### src/rtl/uart_tx_scheduler_if.sv
// Handshake bundle between the two requesters, the UART transmitter and the scheduler.
// The scheduler connects through the slave modport. The bench or the system side connects through master.
interface uart_tx_scheduler_if #(
    parameter int DATA_WIDTH = 8,
    parameter int ALU_WIDTH  = 16
);
    logic                  rf_req;
    logic [DATA_WIDTH-1:0] rf_data;
    logic                  rf_ack;
    logic                  alu_req;
    logic [ALU_WIDTH-1:0]  alu_data;
    logic                  alu_ack;
    logic                  tx_busy;
    logic [DATA_WIDTH-1:0] tx_p_data;
    logic                  tx_data_valid;
    logic                  sched_busy;

    modport master (
        output rf_req, rf_data, alu_req, alu_data, tx_busy,
        input  rf_ack, alu_ack, tx_p_data, tx_data_valid, sched_busy
    );

    modport slave (
        input  rf_req, rf_data, alu_req, alu_data, tx_busy,
        output rf_ack, alu_ack, tx_p_data, tx_data_valid, sched_busy
    );
endinterface

### src/rtl/uart_tx_scheduler.sv
// Round-robin scheduler that shares one UART transmitter between RF read data and ALU results.
// The scheduler sends one byte at a time, LSB byte first. If tx_busy does not rise in time, it re-sends the same byte.
module uart_tx_scheduler #(
    parameter int DATA_WIDTH  = 8,
    parameter int ALU_WIDTH   = 16,
    parameter int ACK_TIMEOUT = 8
) (
    input  logic               clk,
    input  logic               rst_n,
    uart_tx_scheduler_if.slave bus
);
    localparam int NBYTES = ALU_WIDTH / DATA_WIDTH;
    localparam int CNT_W  = $clog2(NBYTES + 1);
    localparam int TO_W   = $clog2(ACK_TIMEOUT + 1);

    localparam logic [1:0] IDLE    = 2'd0;
    localparam logic [1:0] LOAD    = 2'd1;
    localparam logic [1:0] WAIT_HI = 2'd2;
    localparam logic [1:0] WAIT_LO = 2'd3;

    logic [1:0]            state_q, state_d;
    logic [ALU_WIDTH-1:0]  buf_q, buf_d;
    logic [CNT_W-1:0]      left_q, left_d;
    logic [TO_W-1:0]       to_q, to_d;
    logic                  prio_alu_q, prio_alu_d;
    logic [DATA_WIDTH-1:0] tx_p_data_q, tx_p_data_d;
    logic                  tx_dv_q, tx_dv_d;
    logic                  rf_ack_q, rf_ack_d;
    logic                  alu_ack_q, alu_ack_d;
    logic                  grant_rf, grant_alu;
    logic [ALU_WIDTH-1:0]  shifted;

    always_comb begin
        // NOTE: every signal gets a default first, so no path can leave one unassigned and infer a latch.
        state_d     = state_q;
        buf_d       = buf_q;
        left_d      = left_q;
        to_d        = to_q;
        prio_alu_d  = prio_alu_q;
        tx_p_data_d = tx_p_data_q;
        tx_dv_d     = 1'b0;
        rf_ack_d    = 1'b0;
        alu_ack_d   = 1'b0;
        grant_rf    = 1'b0;
        grant_alu   = 1'b0;
        shifted     = buf_q >> DATA_WIDTH;

        // The outputs are registered on entry to LOAD, so they are valid for exactly the LOAD cycle.
        case (state_q)
            IDLE: begin
                if (!bus.tx_busy) begin
                    if (bus.rf_req && bus.alu_req) begin
                        grant_alu = prio_alu_q;
                        grant_rf  = !prio_alu_q;
                    end else begin
                        grant_rf  = bus.rf_req;
                        grant_alu = bus.alu_req;
                    end
                    if (grant_rf) begin
                        buf_d      = ALU_WIDTH'(bus.rf_data);
                        left_d     = CNT_W'(1);
                        prio_alu_d = 1'b1;
                        rf_ack_d   = 1'b1;
                    end else if (grant_alu) begin
                        buf_d      = bus.alu_data;
                        left_d     = CNT_W'(NBYTES);
                        prio_alu_d = 1'b0;
                        alu_ack_d  = 1'b1;
                    end
                    if (grant_rf || grant_alu) begin
                        tx_dv_d     = 1'b1;
                        tx_p_data_d = buf_d[DATA_WIDTH-1:0];
                        state_d     = LOAD;
                    end
                end
            end
            LOAD: begin
                to_d    = '0;
                state_d = WAIT_HI;
            end
            WAIT_HI: begin
                if (bus.tx_busy) begin
                    state_d = WAIT_LO;
                end else if (to_q == TO_W'(ACK_TIMEOUT - 1)) begin
                    tx_dv_d     = 1'b1;
                    tx_p_data_d = buf_q[DATA_WIDTH-1:0];
                    state_d     = LOAD;
                end else begin
                    to_d = to_q + 1'b1;
                end
            end
            default: begin
                if (!bus.tx_busy) begin
                    buf_d  = shifted;
                    left_d = left_q - 1'b1;
                    if (left_q == CNT_W'(1)) begin
                        state_d = IDLE;
                    end else begin
                        tx_dv_d     = 1'b1;
                        tx_p_data_d = shifted[DATA_WIDTH-1:0];
                        state_d     = LOAD;
                    end
                end
            end
        endcase
    end

    // NOTE: use non-blocking assignments for state, so every flop samples the values from before the clock edge.
    always_ff @(posedge clk or negedge rst_n) begin
        if (!rst_n) begin
            state_q     <= IDLE;
            buf_q       <= '0;
            left_q      <= '0;
            to_q        <= '0;
            prio_alu_q  <= 1'b0;
            tx_p_data_q <= '0;
            tx_dv_q     <= 1'b0;
            rf_ack_q    <= 1'b0;
            alu_ack_q   <= 1'b0;
        end else begin
            state_q     <= state_d;
            buf_q       <= buf_d;
            left_q      <= left_d;
            to_q        <= to_d;
            prio_alu_q  <= prio_alu_d;
            tx_p_data_q <= tx_p_data_d;
            tx_dv_q     <= tx_dv_d;
            rf_ack_q    <= rf_ack_d;
            alu_ack_q   <= alu_ack_d;
        end
    end

    assign bus.rf_ack        = rf_ack_q;
    assign bus.alu_ack       = alu_ack_q;
    assign bus.tx_p_data     = tx_p_data_q;
    assign bus.tx_data_valid = tx_dv_q;
    assign bus.sched_busy    = (state_q != IDLE);
endmodule

### src/flat_wrapper.sv
// flat-port wrapper written by rule: the top's interface ports become plain ports
module uart_tx_scheduler_flat 
#(
    parameter int DATA_WIDTH  = 8,
    parameter int ALU_WIDTH   = 16,
    parameter int ACK_TIMEOUT = 8
)
  (clk, rst_n, bus_rf_req, bus_rf_data, bus_alu_req, bus_alu_data, bus_tx_busy, bus_rf_ack, bus_alu_ack, bus_tx_p_data, bus_tx_data_valid, bus_sched_busy);
  uart_tx_scheduler_if #(.DATA_WIDTH(DATA_WIDTH), .ALU_WIDTH(ALU_WIDTH)) bus_i ();
  input  logic clk;
  input  logic rst_n;
  input wire logic [$bits(bus_i.rf_req)-1:0] bus_rf_req;
  input wire logic [$bits(bus_i.rf_data)-1:0] bus_rf_data;
  input wire logic [$bits(bus_i.alu_req)-1:0] bus_alu_req;
  input wire logic [$bits(bus_i.alu_data)-1:0] bus_alu_data;
  input wire logic [$bits(bus_i.tx_busy)-1:0] bus_tx_busy;
  output wire logic [$bits(bus_i.rf_ack)-1:0] bus_rf_ack;
  output wire logic [$bits(bus_i.alu_ack)-1:0] bus_alu_ack;
  output wire logic [$bits(bus_i.tx_p_data)-1:0] bus_tx_p_data;
  output wire logic [$bits(bus_i.tx_data_valid)-1:0] bus_tx_data_valid;
  output wire logic [$bits(bus_i.sched_busy)-1:0] bus_sched_busy;
  assign bus_i.rf_req = bus_rf_req;
  assign bus_i.rf_data = bus_rf_data;
  assign bus_i.alu_req = bus_alu_req;
  assign bus_i.alu_data = bus_alu_data;
  assign bus_i.tx_busy = bus_tx_busy;
  assign bus_rf_ack = bus_i.rf_ack;
  assign bus_alu_ack = bus_i.alu_ack;
  assign bus_tx_p_data = bus_i.tx_p_data;
  assign bus_tx_data_valid = bus_i.tx_data_valid;
  assign bus_sched_busy = bus_i.sched_busy;
  uart_tx_scheduler #(.DATA_WIDTH(DATA_WIDTH), .ALU_WIDTH(ALU_WIDTH), .ACK_TIMEOUT(ACK_TIMEOUT)) u_core (.clk(clk), .rst_n(rst_n), .bus(bus_i));
endmodule
### config.mk
export PLATFORM = sky130hd
export DESIGN_NAME = uart_tx_scheduler_flat
export DESIGN_NICKNAME = d
export VERILOG_FILES = /design/src/rtl/uart_tx_scheduler_if.sv /design/src/rtl/uart_tx_scheduler.sv /design/src/flat_wrapper.sv
export SDC_FILE = /design/constraint.sdc
export NUM_CORES = 1
export LEC_CHECK = 0
export BUFFER_PORTS_ARGS = -buffer_cell sky130_fd_sc_hd__buf_2
export CAP_MARGIN = 20
export CORE_UTILIZATION = 54
export CTS_CLUSTER_SIZE = 30
export DETAILED_ROUTE_END_ITERATION = 12
export PLACE_DENSITY = 0.82
export REMOVE_ABC_BUFFERS = 1
export SLEW_MARGIN = 20
export SYNTH_ARGS = -nofsm -noshare
export SYNTH_HDL_FRONTEND = slang
export SYNTH_SLANG_ARGS = --single-unit
### constraint.sdc
create_clock -name clk -period 2.48 [get_ports clk]
set_input_delay 0.744 -clock clk [delete_from_list [all_inputs] [get_ports clk]]
set_output_delay 0.744 -clock clk [all_outputs]
set_load 0.005 [all_outputs]
==> key figures <==
Place
  – Final GP Congestion: 0.894
  – DP HPWL: approximately 3100 um
  – Port bufs: 40

STA
  – Final setup skew: a little under 0.01 ns
  – Fin Hold WS: between 0.4 and 0.5 ns
  – Final Hold Fails: 0
  – Max_slew headroom: 0.481
  – RSZ-0062 raised after global routing: false
  – Final min period: approximately 2.3 ns
  – Final setup viols: 0
  – Crit share post-route: 0.944
  – Pins Over Slew Limit: 0
  – Final setup TNS: 0 ns
  – Max Freq: around 0.43 GHz
  – Worst slew pin tran: slightly below 0.8 ns

Outcome
  – Status: complete, no violations

Floorplan
  – Die height: 62.4 um
  – # rows: 21
  – Die width: about 62 um
  – Starting density of the core: 0.576
  – Full die area: between 0.003 and 0.004 sq mm
  – CORE AREA: 0.00342 sq mm
  – IO Pins: just over 40

Setup path
  – Crit end category: output pin
  – Setup CP Type: flip-flop to output pin
  – CP peak stage delay: roughly 0.44 ns
  – Slowest CP cell: dfrtp_1
  – CP Buf/Inv Count: 4
  – CP most frequent cell: inv_1
  – CP Launch Type: flip-flop
  – Crit path cell chain: inv_1 -> ha_1 -> buf_6 -> inv_1 -> buf_2
  – CP top delay family: buffers and inverters
  – WP data arrival: approximately 1.6 ns
  – Worst EP required: about 1.7 ns
  – Crit-path max FO: 15

Yosys
  – Part of the Yosys area used for sequential elements: 0.458
  – Cells after Synth: about 200
  – Cell area after synthesis: 0.00197 sq mm
  – Post-synth EDFFs: 0
  – Synth Flop Type: dfrtp_1
  – Warnings from Yosys: 0
  – Ys async rst share: 1.00
  – Post-synth cell types: 37
  – FF+latch count, synth: 36
  – Mean Syn Cell Area: between 9 and 10 sq um

Global routing
  – Grt total ovfl: 0
  – Vias in the first global route: about 1600
  – Largest net degree at the start of global routing: 37
  – Aggregate global-route resource usage: 0.252
  – First-pass GRT wire length: between 7000 and 8000 um
  – Initial antenna violation count: 0

Cells and area
  – Fillers: approximately 280
  – Register area: approximately 900 sq um
  – Most common cell after layout, fill and taps aside: buf_2
  – Most frequent cells in the layout: buf_2, dfrtp_1, nor2_1, o21ai_0, nand2_1
  – Layout area overhead: 17.5%
  – Layout cells sized above 1: 0.322
  – Antenna cell count: 0
  – Area of the multi-input gates: roughly 1000 sq um
  – Nets: 279

CTS
  – Clk buf depth: 2
  – Post-CTS Hold Buffers: 0
  – Clock sinks: 36
  – Root Driver: clkbuf_4
  – Clk pin slew, worst setup/hold paths: between 0.1 and 0.15 ns
  – TritonCTS clock tree: built
  – H-tree depth: 2
  – Worst skew pair latency: 0.34 ns
  – CTS buffer count: 5

Routing
  – Detailed-route via count: 1684
  – Final wirelength: around 4400 um
  – Avg WL per Cell: around 15 um
  – Post-route DRC: 0
  – Via density: between 5 and 6
  – Drt pass-1 iters: 4
  – Final ANT Viol Nets: 0
  – Starting DRT DRC Count: 66

Power and ir drop
  – Logic pwr share: 0.506
  – Flop pwr share: 0.372
  – Leakage power: approximately 1.1 nW
  – Worst VDD drop: around 0.6 mV
  – Clk pwr share: 0.123
  – Cell Pwr Density: 1160 mW/mm^2
  – Switching pwr: between 0.001 and 0.0015 W
  – Switching portion of total power: 0.391
  – P_int: 0.00163 W

Job
  – Max cap viols: 0

Min path
  – Hold/Removal Path Class: primary input to async pin
-- layer usage --
| layer | vias to the layer above | GRT usage | routed length, um |
|---|---|---|---|
| li1 | 816 | - | - |
| met1 | 807 | 0.329 | 1900 |
| met2 | 54 | 0.400 | 2120 |
| met3 | 7 | 0.0735 | 277 |
| met4 | 0 | 0.0901 | 70 |
| met5 | - | 0 | 0 |
-- path summary, 6_finish.rpt --
kind                              startpoint                        to  slack [ns]  cells past startpoint
hold / removal                         rst_n  u_core.bus.tx_data_valid        0.46                      1
setup reg to reg           u_core.state_q[0]   u_core.bus.tx_p_data[0]        0.40                      7
min in group clk            u_core.left_q[1]          u_core.left_q[1]        0.49                      2
setup / recovery           u_core.state_q[0]            bus_sched_busy        0.14                      5
hold reg to reg             u_core.left_q[1]          u_core.left_q[1]        0.49                      2
max in group asynchronous              rst_n          u_core.left_q[1]        1.51                      1
-- sequential cells by signal, indices dropped and copies added (netlist names) --
signal,count
u_core.buf_q,16
u_core.bus.tx_p_data,8
u_core.to_q,4
u_core.left_q,2
u_core.state_q,2
u_core.bus.alu_ack,1
u_core.bus.rf_ack,1
u_core.bus.tx_data_valid,1
u_core.prio_alu_q,1
-- worst reg2reg max path: stages (launching register included) --
cell and delay [ns]:
dfrtp_1 0.44, inv_1 0.12, ha_1 0.26, nor2_1 0.06, a22o_1 0.21, a2111oi_4 0.31, buf_4 0.22, mux2_2 0.35
-- cell usage after synthesis (2+ instances only) --
cell type  instances  area share
xor2_1             2      0.0089
nand3b_1           2      0.0076
a22o_1             9       0.040
inv_1              6       0.011
o21ai_0           20       0.051
nand2_1           11       0.021
nor2_1            20       0.038
o32ai_1            8       0.036
a31oi_1            9       0.029
nor2b_1            2      0.0064
a21oi_1            2      0.0051
nand3_1            3      0.0076
or2_2              9       0.029
o21a_1             8       0.031
ha_1               6       0.038
nand2b_1          10       0.032
dfrtp_1           36        0.46
clkbuf_1           9       0.017
mux2_2             9       0.052
-- power groups by stage --
stage	Clock [W]	Sequential (W)	Combinational, W
4_1_cts	0.000338	0.000992	0.00135
6_report	0.000328	0.000994	0.00135
5_1_grt	0.000358	0.00103	0.00154
3_3_place_gp	0	0.00100	0.00130
2_1_floorplan	0	0.000973	0.000926
3_5_place_dp	0	0.00100	0.00135
-- stage by stage --
| step | cell area [sq um] | cells | power (W) | worst slack [ns] | util |
|---|---|---|---|---|---|
| 6_report | 2310 | 291 | 0.00267 | 0.138 | 0.677 |
| 5_1_grt | 2310 | 291 | 0.00292 | 0.0351 | 0.677 |
| 4_1_cts | 2310 | 291 | 0.00268 | 0.0901 | 0.675 |
| 3_5_place_dp | 2250 | 283 | 0.00235 | 0.286 | 0.658 |
| 3_3_place_gp | 2250 | 283 | 0.00231 | 0.316 | 0.658 |
| 2_1_floorplan | 1920 | 188 | 0.00190 | 0.0536 | - |
-- cell type report --
type,instances,area share
sequential,36,0.390
multi-input combinational,146,0.432
timing repair buffer,49,0.117
clock buffer,6,0.0222
tap,46,0.0249
clock inverter,2,0.00433
inverter,6,0.00975
-- repair_timing --
action,4_1_cts,5_1_grt
setup endpoints to repair,0,1
hold endpoints to repair,0,0
setup buffers,0,0
resized for setup,0,1
-- kinds of logic after synthesis --
group,after synthesis,share of synthesized area
and+or+nand+nor,66,0.178
AOI/OAI and AO/OA,63,0.230
DFF,36,0.458
buffers and inverters,17,0.0350
muxes,9,0.0515
adders and majority gates,6,0.0382
xor gates and xnor gates,2,0.00891
Power figures use the tool's default switching activity.
